[config.mk]
export PLATFORM = sky130hd
export DESIGN_NAME = fcmp_lanes_flat
export DESIGN_NICKNAME = d
export VERILOG_FILES = /design/src/rtl/fcmp_lanes_if.sv /design/src/rtl/fcmp_lanes.sv /design/src/flat_wrapper.sv
export SDC_FILE = /design/constraint.sdc
export NUM_CORES = 1
export LEC_CHECK = 0
export BUFFER_PORTS_ARGS = -buffer_cell sky130_fd_sc_hd__buf_2
export CAP_MARGIN = 40
export CORE_AREA = 5 5 152 154
export DETAILED_ROUTE_END_ITERATION = 10
export DIE_AREA = 0 0 157 159
export PLACE_DENSITY_LB_ADDON = 0.25
export SKIP_LAST_GASP = 1
export SLEW_MARGIN = 20
export SYNTH_ARGS = -nofsm -noshare
export SYNTH_HDL_FRONTEND = slang
export SYNTH_SLANG_ARGS = --single-unit
export TNS_END_PERCENT = 1
[constraint.sdc]
create_clock -name clk -period 2.4 [get_ports clk]
set_input_delay 0.24 -clock clk [delete_from_list [all_inputs] [get_ports clk]]
set_output_delay 0.24 -clock clk [all_outputs]
set_load 0.01 [all_outputs]
[src/rtl/fcmp_lanes_if.sv]
// Operand/result bundle for the lane-parallel FP compare unit.
// The master drives operands and control; the compare unit is the slave.
interface fcmp_lanes_if #(
    parameter int EXP_W = 11,
    parameter int MAN_W = 52,
    parameter int LANES = 2
);
    localparam int W = 1 + EXP_W + MAN_W;

    logic                 in_en;
    logic [LANES*W-1:0]   A;
    logic [LANES*W-1:0]   B;
    logic [2:0]           cmod;
    logic                 ord;
    logic [LANES-1:0]     lane_en;
    logic                 exc_clr;
    logic                 out_en;
    logic [LANES*W-1:0]   res;
    logic [5:0]           flags;
    logic                 exc_inv;
    logic                 exc_now;

    modport master (
        output in_en, A, B, cmod, ord, lane_en, exc_clr,
        input  out_en, res, flags, exc_inv, exc_now
    );

    modport slave (
        input  in_en, A, B, cmod, ord, lane_en, exc_clr,
        output out_en, res, flags, exc_inv, exc_now
    );
endinterface

[src/rtl/fcmp_lanes.sv]
// Pipelined multi-lane IEEE floating-point compare.
// Produces per-lane all-ones/all-zeros predicate masks, the lane-0 flag word
// {~C, U, 0, S, Z, U}, a per-op invalid indication and a sticky invalid bit.
// Stage 1 captures operand classification and exponent/fraction compares;
// the final stage captures predicate masks, flags and the invalid indication.
// With PIPE=1 the classification stage is bypassed combinationally.
module fcmp_lanes #(
    parameter int EXP_W = 11,
    parameter int MAN_W = 52,
    parameter int LANES = 2,
    parameter int PIPE  = 2
) (
    input logic         clk,
    input logic         rst,
    fcmp_lanes_if.slave bus
);
    localparam int W = 1 + EXP_W + MAN_W;

    typedef struct packed {
        logic a_nan;
        logic b_nan;
        logic snan;
        logic both_zero;
        logic sgn_a;
        logic sgn_b;
        logic exp_lt;
        logic exp_eq;
        logic frac_lt;
        logic frac_eq;
    } cls_t;

    // Classify one lane's operand pair and compare exponent/fraction fields
    // separately; magnitude order is rebuilt from these carries downstream.
    function automatic cls_t classify(input logic [W-1:0] a, input logic [W-1:0] b);
        cls_t             c;
        logic [EXP_W-1:0] ea;
        logic [EXP_W-1:0] eb;
        logic [MAN_W-1:0] fa;
        logic [MAN_W-1:0] fb;
        ea          = a[W-2 -: EXP_W];
        eb          = b[W-2 -: EXP_W];
        fa          = a[MAN_W-1:0];
        fb          = b[MAN_W-1:0];
        c.a_nan     = (&ea) & (|fa);
        c.b_nan     = (&eb) & (|fb);
        c.snan      = (c.a_nan & ~fa[MAN_W-1]) | (c.b_nan & ~fb[MAN_W-1]);
        c.both_zero = ~(|a[W-2:0]) & ~(|b[W-2:0]);
        c.sgn_a     = a[W-1];
        c.sgn_b     = b[W-1];
        c.exp_lt    = (ea < eb);
        c.exp_eq    = (ea == eb);
        c.frac_lt   = (fa < fb);
        c.frac_eq   = (fa == fb);
        return c;
    endfunction

    // Ordering relation {U, Z, S} in sign-magnitude order; +0 and -0 tie.
    function automatic logic [2:0] order_uzs(input cls_t c);
        logic u;
        logic z;
        logic s;
        logic mag_eq;
        logic mag_lt;
        u      = c.a_nan | c.b_nan;
        mag_eq = c.exp_eq & c.frac_eq;
        mag_lt = c.exp_lt | (c.exp_eq & c.frac_lt);
        z      = ~u & (((c.sgn_a == c.sgn_b) & mag_eq) | c.both_zero);
        s      = ~u & ~c.both_zero &
                 ((c.sgn_a & ~c.sgn_b) |
                  (~c.sgn_a & ~c.sgn_b & mag_lt) |
                  (c.sgn_a & c.sgn_b & ~mag_lt & ~mag_eq));
        return {u, z, s};
    endfunction

    // Select the requested predicate from the ordering relation.
    function automatic logic eval_pred(input logic [2:0] cm, input logic [2:0] uzs);
        logic p;
        logic u;
        logic z;
        logic s;
        {u, z, s} = uzs;
        p = 1'b0;
        case (cm)
            3'd0:    p = z;
            3'd1:    p = ~z;
            3'd2:    p = s;
            3'd3:    p = s | z;
            3'd4:    p = ~u & ~s & ~z;
            3'd5:    p = ~u & ~s;
            3'd6:    p = u;
            default: p = ~u;
        endcase
        return p;
    endfunction

    cls_t [LANES-1:0] cls_c;

    // Per-lane classification of the incoming operands.
    always_comb begin
        cls_c = '0;
        for (int i = 0; i < LANES; i++) begin
            cls_c[i] = classify(bus.A[i*W +: W], bus.B[i*W +: W]);
        end
    end

    cls_t [LANES-1:0] cls_s2;
    logic [LANES-1:0] lane_en_s2;
    logic [2:0]       cmod_s2;
    logic             ord_s2;
    logic             vld_s2;

    generate
        if (PIPE == 2) begin : g_p1
            cls_t [LANES-1:0] cls_p1;
            logic [LANES-1:0] lane_en_p1;
            logic [2:0]       cmod_p1;
            logic             ord_p1;
            logic             vld_p1;

            // ---- stage 1: valid bit (control, reset) ----
            always_ff @(posedge clk or posedge rst) begin
                if (rst) vld_p1 <= 1'b0;
                else     vld_p1 <= bus.in_en;
            end

            // Stage 1 data: classification, compare carries and op control.
            always_ff @(posedge clk) begin
                cls_p1     <= cls_c;
                lane_en_p1 <= bus.lane_en;
                cmod_p1    <= bus.cmod;
                ord_p1     <= bus.ord;
            end

            assign cls_s2     = cls_p1;
            assign lane_en_s2 = lane_en_p1;
            assign cmod_s2    = cmod_p1;
            assign ord_s2     = ord_p1;
            assign vld_s2     = vld_p1;
        end else begin : g_bypass
            assign cls_s2     = cls_c;
            assign lane_en_s2 = bus.lane_en;
            assign cmod_s2    = bus.cmod;
            assign ord_s2     = bus.ord;
            assign vld_s2     = bus.in_en;
        end
    endgenerate

    logic [LANES*W-1:0] res_c;
    logic               inv_c;
    logic [2:0]         uzs0_c;
    logic [5:0]         flags_c;

    // Predicate masks and invalid detection; disabled lanes stay silent.
    always_comb begin
        res_c = '0;
        inv_c = 1'b0;
        for (int i = 0; i < LANES; i++) begin
            res_c[i*W +: W] = {W{lane_en_s2[i] & eval_pred(cmod_s2, order_uzs(cls_s2[i]))}};
            inv_c = inv_c | (lane_en_s2[i] &
                    (cls_s2[i].snan | (ord_s2 & (cls_s2[i].a_nan | cls_s2[i].b_nan))));
        end
    end

    // Lane-0 flag word {~C, U, 0, S, Z, U}, with C = U | S.
    assign uzs0_c  = order_uzs(cls_s2[0]);
    assign flags_c = {~(uzs0_c[2] | uzs0_c[0]), uzs0_c[2], 1'b0, uzs0_c[0], uzs0_c[1], uzs0_c[2]};

    logic               vld_p2;
    logic [LANES*W-1:0] res_p2;
    logic [5:0]         flags_p2;
    logic               exc_p2;
    logic               exc_inv_q;

    // ---- stage 2: result valid bit (control, reset) ----
    always_ff @(posedge clk or posedge rst) begin
        if (rst) vld_p2 <= 1'b0;
        else     vld_p2 <= vld_s2;
    end

    // Result data: masks, flags and per-op invalid.
    always_ff @(posedge clk) begin
        res_p2   <= res_c;
        flags_p2 <= flags_c;
        exc_p2   <= inv_c;
    end

    // Sticky invalid: a new set on out_en wins over a simultaneous clear.
    always_ff @(posedge clk or posedge rst) begin
        if (rst) exc_inv_q <= 1'b0;
        else     exc_inv_q <= (exc_inv_q & ~bus.exc_clr) | (vld_p2 & exc_p2);
    end

    // Data registers are not reset, so every result output is gated by valid.
    assign bus.out_en  = vld_p2;
    assign bus.res     = vld_p2 ? res_p2 : '0;
    assign bus.flags   = vld_p2 ? flags_p2 : 6'd0;
    assign bus.exc_now = vld_p2 & exc_p2;
    assign bus.exc_inv = exc_inv_q;
endmodule

[src/flat_wrapper.sv]
// flat-port wrapper written by rule: the top's interface ports become plain ports
module fcmp_lanes_flat 
#(
    parameter int EXP_W = 11,
    parameter int MAN_W = 52,
    parameter int LANES = 2,
    parameter int PIPE  = 2
)
  (clk, rst, bus_in_en, bus_A, bus_B, bus_cmod, bus_ord, bus_lane_en, bus_exc_clr, bus_out_en, bus_res, bus_flags, bus_exc_inv, bus_exc_now);
  fcmp_lanes_if #(.EXP_W(EXP_W), .MAN_W(MAN_W), .LANES(LANES)) bus_i ();
  input logic clk;
  input logic rst;
  input wire logic [$bits(bus_i.in_en)-1:0] bus_in_en;
  input wire logic [$bits(bus_i.A)-1:0] bus_A;
  input wire logic [$bits(bus_i.B)-1:0] bus_B;
  input wire logic [$bits(bus_i.cmod)-1:0] bus_cmod;
  input wire logic [$bits(bus_i.ord)-1:0] bus_ord;
  input wire logic [$bits(bus_i.lane_en)-1:0] bus_lane_en;
  input wire logic [$bits(bus_i.exc_clr)-1:0] bus_exc_clr;
  output wire logic [$bits(bus_i.out_en)-1:0] bus_out_en;
  output wire logic [$bits(bus_i.res)-1:0] bus_res;
  output wire logic [$bits(bus_i.flags)-1:0] bus_flags;
  output wire logic [$bits(bus_i.exc_inv)-1:0] bus_exc_inv;
  output wire logic [$bits(bus_i.exc_now)-1:0] bus_exc_now;
  assign bus_i.in_en = bus_in_en;
  assign bus_i.A = bus_A;
  assign bus_i.B = bus_B;
  assign bus_i.cmod = bus_cmod;
  assign bus_i.ord = bus_ord;
  assign bus_i.lane_en = bus_lane_en;
  assign bus_i.exc_clr = bus_exc_clr;
  assign bus_out_en = bus_i.out_en;
  assign bus_res = bus_i.res;
  assign bus_flags = bus_i.flags;
  assign bus_exc_inv = bus_i.exc_inv;
  assign bus_exc_now = bus_i.exc_now;
  fcmp_lanes #(.EXP_W(EXP_W), .MAN_W(MAN_W), .LANES(LANES), .PIPE(PIPE)) u_core (.clk(clk), .rst(rst), .bus(bus_i));
endmodule
==> results.cfg <==
[routing]
wl_um = 22000
wl_per_cell_um = 16.3
drtAntennaViolNets = 0
first_iter_violations = 259
viasPerCell = 4.75
firstDrtPassIters = 4
drc = 0
vias = 6419

[sta]
fin_hold_ws_ns = 0.0579
slew-limit-headroom_pct = 60.3
fin_ws_ns = 0.572
worst_pin_slew_ns = 0.590
max_freq_mhz = 547
maxSlewViolCount = 0
grt_setup_unrepaired = no
hold_viol = 0
min_period_ns = 1.83
finalSetupTns_ns = 0
fin_skew_ns = 0.00623
finalCritPeriodShare_pct = 76.2
setup_viol = 0

[floorplanning]
die_w_um = 157
die-height_um = 159
core_area_mm2 = 0.0216
die-area_mm2 = 0.0250
ioPinCount = 403
rows = 54
start_util_pct = 27.9

[yosys]
synth_compound_area_share_pct = 14.3
yosysUniqueCellTypes = 49
synthesis.nets = 1184
async_flop_share_pct = 8.33
synth_area_mm2 = 0.00602
synth_top_family_by_area = adder cells
seq_area_frac_synth_pct = 12.2
ys_seq_elements = 36
synth-xor-area-share_pct = 0
synth_simple_gate_area_share_pct = 20.9
synth_mux_area_share_pct = 0.187
synthAdderAreaFrac_pct = 27.4
synth_ff_type = dfxtp_1
ys_warn_count = 0
syn-instance-count = 786
avgSynthCellArea_um2 = 7.66
synth-edff-count = 0

[clock_network]
cts_tree = done
root_buffer = clkbuf_16
cts_hold_buf = 1
cts-resized-gates = 0
clk_pin_slew_ns = 0.06
cts_buffer_depth = 2
post-cts-setup-buffer-count = 0
numCtsBuffers = 5
clk_latency_ns = 0.28
cts_max_level = 2
cts_sinks = 36

[global_route]
antenna_found_initial = 3
overflow = 0
track_usage_pct = 16.7
grt_pass1_wl_um = 34000
first_global_vias = 6770
grt_max_degree = 65

[placement]
dpl_cell_area_mm2 = 0.00743
pre_cts_slack_ns = 0.272
hpwl_um = 20500
place_congestion = 0.935
port_buffers = 401

[final_layout]
mostFrequentLayoutCell = buf_2
final_cell_mix = buf_2, inv_1, ha_1
fin_area_mm2 = 0.00763
nets = 1466
area_growth_pct = 26.7
drive_above_1_share_pct = 39.7

[pwr]
fin_total_pwr_mw = 2.54
power_leakage_nw = 4.57
max-vdd-ir-drop_mv = 0.226
powerDensity_mw_per_mm2 = 333

[hold_path]
min_from = bus_cmod[0]
hold_depth = 1
min_to = u_core.cmod_s2[0]$_DFF_P_
min_path_type = primary input to flip-flop

[worst_setup_path]
arrival_ns = 1.98
reg2reg_from = u_core.cls_s2[4]$_DFF_P_
cp-end-kind = flip-flop
crit_type = flip-flop to flip-flop
start_kind = flip-flop
worst-path-max-fanout = 4
reg2reg_slack_ns = 0.57
reg2reg_depth = 8
r2r_end = u_core.res_p2[63]$_DFF_P_
required_ns = 2.55

[run_status]
outcome = complete, no violations

[job]
cap_violations = 0
[metal layers]
layer	track usage, %	vias up	wire length, µm
li1	-	3245	-
met1	18.7	2851	8460
met2	31.2	281	11000
met3	3.53	38	1940
met4	4.89	4	575
met5	0	-	20
[how the worst max path moves through the flow]
stage / cells past startpoint / to / start
after CTS: 8 / u_core.res_p2[63]$_DFF_P_ / u_core.cls_s2[4]$_DFF_P_
final: 8 / u_core.res_p2[63]$_DFF_P_ / u_core.cls_s2[4]$_DFF_P_
after global placement: 8 / u_core.cls_s2[1]$_DFF_P_ / bus_B[18]
after floorplan: 2 / bus_res[100] / u_core.bus.out_en$_DFF_PP0_
after global routing: 8 / u_core.res_p2[63]$_DFF_P_ / u_core.cls_s2[4]$_DFF_P_
after detailed placement: 8 / u_core.cls_s2[1]$_DFF_P_ / bus_B[19]
[metrics by stage]
stage	utilization (%)	std cells
global route	35.4	1350
global placement	34.5	1340
CTS	35.4	1349
finish	35.4	1350
detailed placement	34.5	1340
floorplan	-	786
[Yosys cell counts, drive strengths merged, types with 9 or more instances]
master,instances,area (µm²)
nand2,32,120
buf,128,961
inv,141,529
nand4,41,257
a21oi,39,195
dfxtp,33,661
o21ai,21,105
o21a,9,67.6
a21o,25,188
nor2,15,56.3
a211oi,9,67.6
nand3,15,75.1
nor4,76,503
ha,132,1650
[report_power, final]
group / internal [mW] / switching [mW] / leakage (nW) / total (mW)
Combinational: 0.508 / 0.605 / 4.17 / 1.11
Clock: 0.546 / 0.234 / 0.0901 / 0.780
Sequential: 0.626 / 0.0196 / 0.310 / 0.646
Total: 1.68 / 0.858 / 4.57 / 2.54
[cells by family after synthesis]
logic type,after synthesis
AND/OR/NAND/NOR,215
flip-flops,36
multiplexers,1
adder cells (fa/ha/maj),132
AO/OA/AOI/OAI,130
buffers and inverters,271
other,1
[state kept, by name (all words and copies together) (netlist names)]
name	count
u_core.g_p1.vld_p1	1
u_core.flags_p2	4
u_core.cls_s2	20
u_core.cmod_s2	3
u_core.bus.out_en	1
u_core.exc_p2	1
u_core.g_p1.lane_en_p1	2
u_core.bus.exc_inv	1
u_core.g_p1.ord_p1	1
u_core.res_p2	2
[cell type report]
| cell class | count | area, µm² |
|---|---|---|
| fillers | 2342 | 13900 |
| multi-input cells | 479 | 3790 |
| repair buffers | 405 | 2040 |
| flip-flops and latches | 36 | 736 |
| inverters | 141 | 529 |
| well taps | 280 | 350 |
| clock buffers | 7 | 153 |
| clock inverters | 1 | 30.0 |
| diodes | 1 | 2.50 |
[worst max-delay path: stages (launching register included)]
cell and delay, ns:
dfxtp_1 0.34, inv_1 0.06, ha_1 0.29, inv_1 0.06, a31oi_1 0.08, nor2_1 0.24, mux2_2 0.37, a22oi_1 0.18
a21oi_1 0.10
Note: power is estimated with default switching activity, not from simulation.
